## config.mk

```make
export PLATFORM = sky130hd
export DESIGN_NAME = jtvigil_obj_romslot
export DESIGN_NICKNAME = d
export VERILOG_FILES = /design/src/rtl/jtvigil_obj_pkg.sv /design/src/rtl/jtvigil_obj_romcache.sv /design/src/rtl/jtvigil_obj_romslot.sv
export SDC_FILE = /design/constraint.sdc
export NUM_CORES = 1
export LEC_CHECK = 0
export BUFFER_PORTS_ARGS = -buffer_cell sky130_fd_sc_hd__buf_2
export CAP_MARGIN = 5
export CORE_ASPECT_RATIO = 1.4
export CORE_MARGIN = 4
export CORE_UTILIZATION = 50
export DETAILED_ROUTE_END_ITERATION = 7
export PLACE_DENSITY = 0.86
export SLEW_MARGIN = 5
export SYNTH_ARGS = -nofsm -noshare
export SYNTH_HDL_FRONTEND = slang
export SYNTH_SLANG_ARGS = --single-unit
```

## constraint.sdc

```tcl
create_clock -name clk -period 8.45 [get_ports clk]
set_input_delay 1.69 -clock clk [delete_from_list [all_inputs] [get_ports clk]]
set_output_delay 1.69 -clock clk [all_outputs]
set_load 0.03 [all_outputs]
```

## src/rtl/jtvigil_obj_pkg.sv

```systemverilog
// Shared types for the object graphics ROM slot: FSM states and cache entry layout.
package jtvigil_obj_pkg;

  localparam int unsigned ROM_AW = 18;
  localparam int unsigned TAG_W  = ROM_AW - 1;

  typedef enum logic [1:0] {
    IDLE,
    REQ,
    W0,
    W1
  } obj_st_t;

  typedef struct packed {
    logic             valid;
    logic [TAG_W-1:0] tag;
    logic [31:0]      data;
  } obj_entry_t;

endpackage

```

## src/rtl/jtvigil_obj_romcache.sv

```systemverilog
// Tagged 32-bit store for object ROM data: combinational lookup, probe and single write port.
module jtvigil_obj_romcache
  import jtvigil_obj_pkg::*;
#(
  parameter int unsigned NE = 1
) (
  input  logic             rst,
  input  logic             clk,
  input  logic             inv,
  input  logic             lk_en,
  input  logic [TAG_W-1:0] lk_tag,
  output logic             hit,
  output logic [31:0]      hit_data,
  input  logic [TAG_W-1:0] pb_tag,
  output logic             pb_hit,
  output logic             victim,
  input  logic             we,
  input  logic             widx,
  input  logic [TAG_W-1:0] wtag,
  input  logic [31:0]      wdata
);

  obj_entry_t ent [NE];
  logic       mru;
  logic       found;
  logic       hit_idx;

  // Lookup for the drawer's address plus a presence probe for the prefetch tag
  always_comb begin
    found    = 1'b0;
    hit_idx  = 1'b0;
    hit_data = '0;
    pb_hit   = 1'b0;
    for (int i = 0; i < NE; i++) begin
      if (!found && ent[i].valid && ent[i].tag == lk_tag) begin
        found    = 1'b1;
        hit_idx  = 1'(i);
        hit_data = ent[i].data;
      end
      if (ent[i].valid && ent[i].tag == pb_tag) pb_hit = 1'b1;
    end
    hit = found && lk_en && !inv;
  end

  assign victim = (NE > 1) ? ~mru : 1'b0;

  always_ff @(posedge clk or posedge rst) begin
    if (rst) begin
      for (int i = 0; i < NE; i++) ent[i] <= '0;
      mru <= 1'b0;
    end else begin
      if (inv) begin
        for (int i = 0; i < NE; i++) ent[i].valid <= 1'b0;
      end else if (we) begin
        for (int i = 0; i < NE; i++) begin
          if (widx == 1'(i)) ent[i] <= '{valid: 1'b1, tag: wtag, data: wdata};
        end
      end
      if (we) mru <= widx;
      else if (hit) mru <= hit_idx;
    end
  end

endmodule

```

## src/rtl/jtvigil_obj_romslot.sv

```systemverilog
// Object graphics ROM responder: 32-bit requests served from a tagged cache, misses fetched as 2-beat SDRAM bursts.
// Define JTVIGIL_OBJ_PREFETCH_EN for a two-entry cache that prefetches the other hflip half-row.
module jtvigil_obj_romslot
  import jtvigil_obj_pkg::*;
#(
  parameter int unsigned   AW     = 22,
  parameter logic [AW-1:0] OFFSET = '0
) (
  input  logic              rst,
  input  logic              clk,
  input  logic              inv,
  input  logic              rom_cs,
  input  logic [ROM_AW-1:0] rom_addr,
  output logic [31:0]       rom_data,
  output logic              rom_ok,
  output logic              sdram_req,
  output logic [AW-1:0]     sdram_addr,
  input  logic              sdram_ack,
  input  logic              sdram_dst,
  input  logic [15:0]       sdram_din
);

`ifdef JTVIGIL_OBJ_PREFETCH_EN
  localparam int unsigned NE = 2;
  localparam logic        PF = 1'b1;
`else
  localparam int unsigned NE = 1;
  localparam logic        PF = 1'b0;
`endif

  obj_st_t          st, st_nx;
  logic [TAG_W-1:0] tgt, tgt_nx;
  logic [15:0]      lo, lo_nx;
  logic             discard, discard_nx;
  logic             is_pf, is_pf_nx;
  logic             pf_pend, pf_pend_nx;
  logic             widx, widx_nx;
  logic             req_nx;
  logic [AW-1:0]    addr_nx;
  logic             hit, pb_hit, victim, we;
  logic [TAG_W-1:0] cur_tag;
  logic             addr_lsb_unused;

  assign cur_tag         = rom_addr[ROM_AW-1:1];
  assign addr_lsb_unused = rom_addr[0];
  assign rom_ok          = hit;

  jtvigil_obj_romcache #(.NE(NE)) u_cache (
    .rst      (rst),
    .clk      (clk),
    .inv      (inv),
    .lk_en    (rom_cs),
    .lk_tag   (cur_tag),
    .hit      (hit),
    .hit_data (rom_data),
    .pb_tag   (tgt ^ TAG_W'(1)),
    .pb_hit   (pb_hit),
    .victim   (victim),
    .we       (we),
    .widx     (widx),
    .wtag     (tgt),
    .wdata    ({sdram_din, lo})
  );

  function automatic logic [AW-1:0] burst_addr(input logic [TAG_W-1:0] t);
    return AW'(OFFSET + AW'({t, 1'b0}));
  endfunction

  // Next-state: bursts always run to completion; inv anywhere in a burst discards its fill
  always_comb begin
    st_nx      = st;
    tgt_nx     = tgt;
    lo_nx      = lo;
    discard_nx = discard | inv;
    is_pf_nx   = is_pf;
    widx_nx    = widx;
    pf_pend_nx = pf_pend;
    req_nx     = sdram_req;
    addr_nx    = sdram_addr;
    we         = 1'b0;
    unique case (st)
      IDLE: begin
        discard_nx = 1'b0;
        pf_pend_nx = 1'b0;
        if (rom_cs && !inv) begin
          if (!hit) begin
            st_nx    = REQ;
            tgt_nx   = cur_tag;
            widx_nx  = victim;
            is_pf_nx = 1'b0;
            req_nx   = 1'b1;
            addr_nx  = burst_addr(cur_tag);
          end else if (PF && pf_pend && !pb_hit) begin
            st_nx    = REQ;
            tgt_nx   = tgt ^ TAG_W'(1);
            widx_nx  = ~widx;
            is_pf_nx = 1'b1;
            req_nx   = 1'b1;
            addr_nx  = burst_addr(tgt ^ TAG_W'(1));
          end
        end
      end
      REQ: begin
        if (sdram_ack) begin
          req_nx = 1'b0;
          if (sdram_dst) begin
            lo_nx = sdram_din;
            st_nx = W1;
          end else begin
            st_nx = W0;
          end
        end
      end
      W0: begin
        if (sdram_dst) begin
          lo_nx = sdram_din;
          st_nx = W1;
        end
      end
      W1: begin
        if (sdram_dst) begin
          we         = !discard && !inv;
          st_nx      = IDLE;
          pf_pend_nx = PF && !is_pf && we;
        end
      end
      default: st_nx = IDLE;
    endcase
  end

  always_ff @(posedge clk or posedge rst) begin
    if (rst) begin
      st         <= IDLE;
      tgt        <= '0;
      lo         <= '0;
      discard    <= 1'b0;
      is_pf      <= 1'b0;
      pf_pend    <= 1'b0;
      widx       <= 1'b0;
      sdram_req  <= 1'b0;
      sdram_addr <= '0;
    end else begin
      st         <= st_nx;
      tgt        <= tgt_nx;
      lo         <= lo_nx;
      discard    <= discard_nx;
      is_pf      <= is_pf_nx;
      pf_pend    <= pf_pend_nx;
      widx       <= widx_nx;
      sdram_req  <= req_nx;
      sdram_addr <= addr_nx;
    end
  end

endmodule

```

==> results of run 1 <==
[layer usage]
metal  up-vias  track usage
met5         -            0
li1       1147            -
met2        70        0.285
met1      1220        0.225
met4         0       0.0578
met3         8       0.0650
[state kept, by name, indices dropped and copies added, names as in the netlist]
signal,count
lo,16
tgt,17
u_cache.ent,50
sdram_req,1
discard,1
st,2
[layout make-up]
cell class	count	area, sq um
timing repair buffer	93	475
inverter	6	23.8
tap	97	121
multi-input combinational	172	1600
fill	599	2810
clock inverter	3	90.1
clock buffer	12	155
sequential	87	2180
[power by group through the flow]
stage	clock network, uW	logic, uW	registers (uW)
global route	377	563	754
finish	346	517	730
global placement	0	499	716
floorplan	0	330	790
CTS	358	525	729
detailed placement	0	523	735
[synth_stat cells]
library cell / number / area [sq um]
conb_1: 1 / 3.75
ha_1: 4 / 50.1
mux2_2: 75 / 845
mux2_4: 10 / 150
buf_6: 2 / 22.5
a41oi_1: 1 / 8.76
nand4_1: 3 / 18.8
a21oi_4: 1 / 16.3
a21boi_0: 1 / 7.51
nand2_1: 3 / 11.3
o22ai_1: 2 / 12.5
and3_1: 35 / 219
buf_4: 5 / 37.5
a21oi_1: 2 / 10.0
a31oi_1: 2 / 12.5
dfrtp_1: 87 / 2180
o221ai_1: 1 / 8.76
nor3_4: 1 / 16.3
clkbuf_1: 7 / 26.3
nor2b_1: 1 / 6.26
inv_1: 6 / 22.5
nor4_1: 1 / 6.26
a21o_1: 1 / 7.51
xor2_1: 4 / 35.0
nand2b_1: 1 / 6.26
buf_2: 6 / 30.0
xnor2_1: 13 / 114
nor2_1: 5 / 18.8
[placed cells by master, fill, tap and decap left out, drive strengths merged, types with 2 or more instances in the layout]
cell	netlist	layout
nand2	3	3
a21oi	3	3
o22ai	2	2
xnor2	13	13
mux2	85	85
conb	1	5
and3	35	35
dfrtp	87	87
ha	4	4
a31oi	2	2
nor2	5	5
nand4	3	3
xor2	4	4
clkbuf	7	12
buf	13	93
bufinv	0	3
inv	6	5
[final timing paths]
check,end,slack [ns]
setup / recovery,rom_data[23],3.57
hold / removal,u_cache.ent[49],0.48
setup reg to reg,lo[8],6.21
hold reg to reg,u_cache.ent[49],0.48
max in group asynchronous,st[1],6.10
min in group asynchronous,tgt[13],1.68
[cell families after synthesis]
kind of cell | share of synthesized area
flip-flops | 0.558
multiplexers | 0.255
AND/OR/NAND/NOR | 0.0776
buffers and inverters | 0.0356
XOR/XNOR | 0.0382
AO/OA/AOI/OAI | 0.0215
adder cells (fa/ha/maj) | 0.0128
other | 0.000962
[stage by stage]
| step | instance area (sq um) | total power (uW) | hold WS, ns | instances |
|---|---|---|---|---|
| 3_5_place_dp | 4400 | 1260 | 0.464 | 455 |
| 4_1_cts | 4640 | 1610 | 0.480 | 470 |
| 2_1_floorplan | 3920 | 1120 | 0.441 | 285 |
| 3_3_place_gp | 4400 | 1220 | 0.453 | 455 |
| 6_report | 4640 | 1590 | 0.475 | 470 |
| 5_1_grt | 4640 | 1690 | 0.496 | 470 |
==> results_dict.tcl, run 1 <==
set metrics [dict create \
    status "finished clean" \
    die_area_sq_mm 0.00930 \
    switching_share 0.312 \
    seqPwrFrac 0.458 \
    finalHoldViolations 0 \
    first_pass_iters 4 \
    worstSetupStartpointType "input port" \
    ys_warn_count 0 \
    met2_length_microns 3860 \
    dpl.hpwl_microns 5250 \
    clock_path_buffers 2 \
    p_switching_uw 498 \
    dr.first_iter.drc_count 78 \
    tightestPinTransition_ns 1.05 \
    synth-seq-cells 87 \
    die_h_microns 112 \
    grt_usage 0.179 \
    overflow 0 \
    pin_count 96 \
    setup_ws_ns 3.57 \
    grt_pass1_wl_microns 12700 \
    maxCapViolCount 0 \
    clk_latency_ns 0.35 \
    synth_area_per_cell_sq_um 13.9 \
    power_frac_clock 0.217 \
    place_ws_ns 3.57 \
    synth_seq_area_share 0.558 \
    setup-tns-final_ns 0 \
    num_vias 2445 \
    slowest_stage "buf_4" \
    place_congestion 0.785 \
    post_cts_resized 0 \
    crit_path_max_fanout 37 \
    fmax_mhz 205 \
    wl_met1_microns 3250 \
    die_w_microns 82.6 \
    clock_sinks 87 \
    fp-row-count 37 \
    vias_per_cell 5.20 \
    grt_max_degree 88 \
    ys_types 28 \
    power_frac_comb 0.325 \
    maxSlewHeadroom 0.297 \
    synth_area_sq_mm 0.00390 \
    crit_chain "buf_2, xor2_1, nor4_1, and3_1, buf_4, and3_1, buf_2" \
    wl_microns 7690 \
    core_sq_mm 0.00745 \
    r2r_cells 5 \
    fin_skew_ns 0.00852 \
    internal-power_uw 1100 \
    max_stage_delay_ns 0.32 \
    area_growth_syn_to_layout_pct 19.1 \
    synth_cells 281 \
    cts_buffers 9 \
    crit_path_end_kind "output port" \
    wl_met3_microns 513 \
    clock-root-buffer "clkbuf_8" \
    grt_pass1_vias 2608 \
    drive_above_1_share 0.525 \
    critical_path_depth 7 \
    path_buf_inv 3 \
    crit_arrival_ns 3.19 \
    ant_nets 0 \
    finish.utilization 0.623 \
    fin_nets 413 \
    max-vdd-ir-drop_v 0.000174 \
    maxSlewViolCount 0 \
    cts_htree_levels 3 \
    criticalPathCategory "input port to output port" \
    top_layer "met4" \
    rsz0062_at_grt "no" \
    post_cts_buffers 0 \
    start_util 0.523 \
    io_buffer_count 89 \
    grt_antenna_before_repair 0 \
    cts_tree "done" \
    path_clk_slew_ns 0.07 \
    p_per_area_mw_per_mm2 343 \
    hold_start "u_cache.ent[49]" \
    fin_crit_sh 0.578 \
    setup_viol_count_final 0 \
    worstSetupStartpoint "rom_addr[12]" \
    path_delay_family "simple AND/OR/NAND/NOR gates" \
    reg2reg_from "st[1]" \
    wl_per_cell_microns 16.4 \
    antennaDiodeCount 0 \
    hold_buffers 0 \
    min_period_ns 4.88 \
    whs_path_depth 1 \
    cp.required_ns 6.76 \
    min_path_type "flop to flop" \
    p_leak_uw 0.00240 \
    drc 0 \
]
(Power assumes the default switching activity.)
==> run 2, diff against run 1 <==
--- a/config.mk
+++ b/config.mk
@@ -9,7 +9,7 @@
 export CAP_MARGIN = 5
 export CORE_ASPECT_RATIO = 1.4
 export CORE_MARGIN = 4
-export CORE_UTILIZATION = 50
+export CORE_UTILIZATION = 48
 export DETAILED_ROUTE_END_ITERATION = 7
 export PLACE_DENSITY = 0.86
 export SLEW_MARGIN = 5
==> constraint.sdc (replaced) <==
create_clock -name clk -period 4.2 [get_ports clk]
set_input_delay 0.84 -clock clk [delete_from_list [all_inputs] [get_ports clk]]
set_output_delay 0.84 -clock clk [all_outputs]
set_load 0.03 [all_outputs]
==> results_dict.tcl, run 2 (synthesis results as in run 1) <==
set metrics [dict create \
    drive_above_1_share 0.528 \
    fin_skew_ns 0.00939 \
    p_per_area_mw_per_mm2 661 \
    crit_path_max_fanout 37 \
    place_congestion 0.743 \
    max_stage_delay_ns 0.33 \
    grt_pass1_wl_microns 12900 \
    fin_crit_sh 0.758 \
    fin_nets 413 \
    fp-row-count 38 \
    ant_nets 0 \
    regMostFlops "u_cache.ent" \
    grt_pass1_vias 2698 \
    slowest_stage "buf_4" \
    worstSetupStartpointType "input port" \
    cts_htree_levels 3 \
    final_common_cell "buf_2" \
    start_util 0.497 \
    hold_buffers 0 \
    setup-tns-final_ns 0 \
    post_cts_resized 0 \
    wl_per_cell_microns 16.3 \
    grt_usage 0.170 \
    die_area_sq_mm 0.00965 \
    dr.first_iter.drc_count 74 \
    cts_tree "done" \
    reg_top3 "u_cache.ent: 50 flops, tgt: 17 flops, lo: 16 flops" \
    clk_latency_ns 0.35 \
    num_vias 2447 \
    hold_ws_ns 0.482 \
    path_buf_inv 3 \
    wl_microns 7690 \
    antennaDiodeCount 0 \
    min_path_type "flop to flop" \
    tightestPinTransition_ns 0.996 \
    finalHoldViolations 0 \
    max-vdd-ir-drop_v 0.000403 \
    fmax_mhz 314 \
    area_growth_syn_to_layout_pct 17.5 \
    die_w_microns 84.2 \
    status "finished clean" \
    drc 0 \
    maxSlewHeadroom 0.336 \
    grt_max_degree 61 \
    clock_sinks 87 \
    path_delay_family "simple AND/OR/NAND/NOR gates" \
    die_h_microns 115 \
    vias_per_cell 5.17 \
    crit_arrival_ns 2.34 \
    path_clk_slew_ns 0.07 \
    grt_antenna_before_repair 0 \
    rsz0062_at_grt "no" \
    fillers 641 \
    io_buffer_count 89 \
    overflow 0 \
    dpl.hpwl_microns 5330 \
    core_sq_mm 0.00785 \
    first_pass_iters 4 \
    min_period_ns 3.18 \
    pin_count 96 \
    crit_path_end_kind "output port" \
    p_leak_uw 0.00237 \
    setup_viol_count_final 0 \
    cp.required_ns 3.36 \
    clock-root-buffer "clkbuf_8" \
    cts_buffers 9 \
    criticalPathCategory "input port to output port" \
    clock_path_buffers 2 \
    largest_reg_flops 50 \
    mostFrequentLayoutCells "buf_2, dfrtp_1, mux2_2, and3_1, xnor2_1" \
    maxCapViolCount 0 \
    crit_chain "buf_2, xor2_1, nor4_1, and3_1, buf_4, and3_1, buf_2" \
    maxSlewViolCount 0 \
    post_cts_buffers 0 \
]
[run 2: final cells by class]
cell class	instances	area [sq um]	share of cell area
Sequential cell	87	2180	0.475
Multi-Input combinational cell	172	1600	0.349
Timing Repair Buffer	93	475	0.104
Clock buffer	11	151	0.0330
Tap cell	100	125	0.0273
Clock inverter	4	31.3	0.00682
Inverter	6	23.8	0.00519
[run 2: through the flow]
stage          worst slack [ns]  std cells  power, uW  instance area, sq um   util
6_report                   1.02        473       3030                  4580  0.584
5_1_grt                   0.915        473       3230                  4580  0.584
4_1_cts                   0.996        473       3070                  4580  0.584
3_5_place_dp               1.02        458       2530                  4400  0.561
3_3_place_gp               1.02        458       2450                  4400  0.561
2_1_floorplan              1.11        285       2250                  3920      -
[run 2: power by group]
group          internal, uW  switching (uW)
Combinational           544             493
Clock                   246             288
Sequential             1230             225
[run 2: routing by layer]
layer	vias up	global-route usage	routed length, microns
li1	1152	-	-
met2	70	0.282	3830
met4	0	0.0815	159
met5	-	0	0
met3	11	0.0396	422
met1	1214	0.208	3280
[run 2: final timing paths]
path | from | slack [ns] | endpoint | cells after the start
max in group asynchronous | rst | 2.60 | tgt[6] | 3
max | rom_addr[12] | 1.02 | rom_data[3] | 7
min in group asynchronous | rst | 0.67 | tgt[13] | 2
max reg2reg | u_cache.ent[33] | 1.92 | tgt[11] | 6
min | u_cache.ent[49] | 0.48 | u_cache.ent[49] | 1
min reg2reg | u_cache.ent[49] | 0.48 | u_cache.ent[49] | 1
==> run 3, diff against run 2 <==
--- a/config.mk
+++ b/config.mk
@@ -5,13 +5,14 @@
 export SDC_FILE = /design/constraint.sdc
 export NUM_CORES = 1
 export LEC_CHECK = 0
+export ABC_AREA = 1
 export BUFFER_PORTS_ARGS = -buffer_cell sky130_fd_sc_hd__buf_2
 export CAP_MARGIN = 5
 export CORE_ASPECT_RATIO = 1.4
 export CORE_MARGIN = 4
-export CORE_UTILIZATION = 48
+export CORE_UTILIZATION = 50
 export DETAILED_ROUTE_END_ITERATION = 7
-export PLACE_DENSITY = 0.86
+export PLACE_DENSITY = 0.85
 export SLEW_MARGIN = 5
 export SYNTH_ARGS = -nofsm -noshare
 export SYNTH_HDL_FRONTEND = slang
==> constraint.sdc (replaced) <==
create_clock -name clk -period 3.19 [get_ports clk]
set_input_delay 0.638 -clock clk [delete_from_list [all_inputs] [get_ports clk]]
set_output_delay 0.638 -clock clk [all_outputs]
set_load 0.03 [all_outputs]
==> results_dict.tcl, run 3 <==
set metrics [dict create \
    ys.flop_type "dfrtp_1" \
    synth_edf_count 0 \
    post_cts_buffers 0 \
    finish.utilization 0.617 \
    dr.first_iter.drc_count 205 \
    synth_top_family_by_area "simple AND/OR/NAND/NOR gates" \
    grt_pass1_vias 3431 \
    maxCapViolCount 0 \
    die_w_microns 84.4 \
    p_total_uw 4260 \
    synth.area.mux_share 0.0138 \
    wl_met3_microns 657 \
    clock-root-buffer "clkbuf_8" \
    synth_area_per_cell_sq_um 7.89 \
    max-vdd-ir-drop_v 0.000420 \
    die_area_sq_mm 0.00970 \
    synth_area_sq_mm 0.00409 \
    ys_types 28 \
    wl_per_cell_microns 13.1 \
    pin_count 96 \
    clock_path_buffers 2 \
    clk_latency_ns 0.36 \
    post_cts_resized 0 \
    reg_top3 "u_cache.ent: 50 flops, tgt: 17 flops, lo: 16 flops" \
    fin_nets 646 \
    max_stage_delay_ns 0.32 \
    synthXorXnorAreaFrac 0.00643 \
    finalHoldViolations 0 \
    wl_met1_microns 3770 \
    regMostFlops "u_cache.ent" \
    fin_skew_ns 0.00611 \
    crit_path_end_kind "output port" \
    first_pass_iters 5 \
    synth_cells 518 \
    setup_ws_ns 0.396 \
    synth_area_leaders "dfrtp_1, nand2_1, nor2_1" \
    cp.required_ns 2.55 \
    top_layer "met4" \
    die_h_microns 115 \
    wl_microns 9280 \
    rsz0062_at_grt "no" \
    core_sq_mm 0.00785 \
    status "finished clean" \
    place_congestion 0.978 \
    synth_compound_area_frac 0.0851 \
    fp-row-count 38 \
    synth-seq-cells 87 \
    area_growth_syn_to_layout_pct 18.4 \
    p_per_area_mw_per_mm2 881 \
    cts_tree "done" \
    path_buf_inv 4 \
    setup-tns-final_ns 0 \
    min_path_type "input port to asynchronous set/reset pin" \
    p_leak_uw 0.00282 \
    io_buffer_count 89 \
    vias_per_cell 5.01 \
    synth.top_cell.area_share 0.533 \
    synth_seq_area_share 0.533 \
    crit_path_max_fanout 18 \
    criticalPathCategory "input port to output port" \
    tightestPinTransition_ns 1.19 \
    grt_antenna_before_repair 0 \
    worstSetupStartpointType "input port" \
    synth_simple_gate_area_share 0.238 \
    slowest_stage "nor4b_2" \
    ant_nets 0 \
    async_flop_share 1.00 \
    path_delay_family "simple AND/OR/NAND/NOR gates" \
    grt_pass1_wl_microns 15700 \
    place_ws_ns 0.417 \
    largest_reg_flops 50 \
    maxSlewViolCount 0 \
    crit_arrival_ns 2.16 \
    hold_buffers 0 \
    synth_commonest_cells "nand2_1, dfrtp_1, nor2_1" \
    drc 0 \
    crit_chain "buf_2, inv_1, nand2_1, nand2_1, nor4b_2, nand3_2, buf_4, nor2_1, buf_2" \
    grt_max_degree 53 \
    ys_warn_count 0 \
    synth_most_common_cell "nand2_1" \
    cts_buffers 9 \
    drive_above_1_share 0.200 \
    final_common_cell "nand2_1" \
    maxSlewHeadroom 0.206 \
    fmax_mhz 358 \
    setup_viol_count_final 0 \
    path_clk_slew_ns 0.08 \
    synthAdderAreaFrac 0.0122 \
    min_period_ns 2.79 \
    fin_crit_sh 0.876 \
    cts_htree_levels 3 \
    grt_usage 0.202 \
    antennaDiodeCount 0 \
    start_util 0.521 \
    mostFrequentLayoutCells "nand2_1, buf_2, nor2_1, dfrtp_1, inv_1" \
    met2_length_microns 4610 \
    dpl.hpwl_microns 6650 \
    num_vias 3540 \
    clock_sinks 87 \
    synth_top_area_cell "dfrtp_1" \
    overflow 0 \
]
run 3: report_power, final:
group	leakage (uW)	total, uW	internal, uW	switching (uW)
Clock	0.000113	891	516	375
Combinational	0.00167	1460	497	963
Sequential	0.00104	1910	1620	294
run 3: logic make-up (layout without fill, tap and decap cells):
group / after synthesis / count (layout)
simple gates: 239 / 239
compound gates: 67 / 67
buf+inv: 112 / 196
mux: 5 / 5
fa+ha+maj: 4 / 4
xor+xnor: 3 / 3
other cells: 1 / 5
flops: 87 / 87
run 3: final cells by class:
cell class / count / area (sq um)
fill: 680 / 3010
sequential: 87 / 2180
multi-input combinational: 323 / 1480
timing repair buffer: 95 / 503
inverter: 86 / 324
clock buffer: 11 / 131
tap: 100 / 125
clock inverter: 4 / 95.1
run 3: metrics by stage:
stage | std cells | cell area [sq um] | hold WS [ns]
2_1_floorplan | 522 | 4100 | 0.447
3_3_place_gp | 691 | 4610 | 0.454
6_report | 706 | 4840 | 0.359
3_5_place_dp | 691 | 4610 | 0.462
4_1_cts | 706 | 4840 | 0.369
5_1_grt | 706 | 4840 | 0.391
run 3: worst paths after layout:
| path | end | slack, ns | depth (start not counted) | from |
|---|---|---|---|---|
| setup / recovery | rom_data[17] | 0.40 | 9 | rom_addr[5] |
| hold / removal | tgt[14] | 0.36 | 2 | rst |
| setup reg to reg | tgt[0] | 0.99 | 9 | u_cache.ent[38] |
| hold reg to reg | sdram_req | 0.49 | 2 | sdram_req |
| max in group asynchronous | u_cache.ent[28] | 2.15 | 3 | rst |
| min in group clk | sdram_req | 0.49 | 2 | sdram_req |
run 3: routing by layer:
layer  vias to the layer above  GRT usage
met3                        24     0.0595
met5                         -          0
li1                       1736          -
met4                         0     0.0803
met2                       135      0.339
met1                      1645      0.247
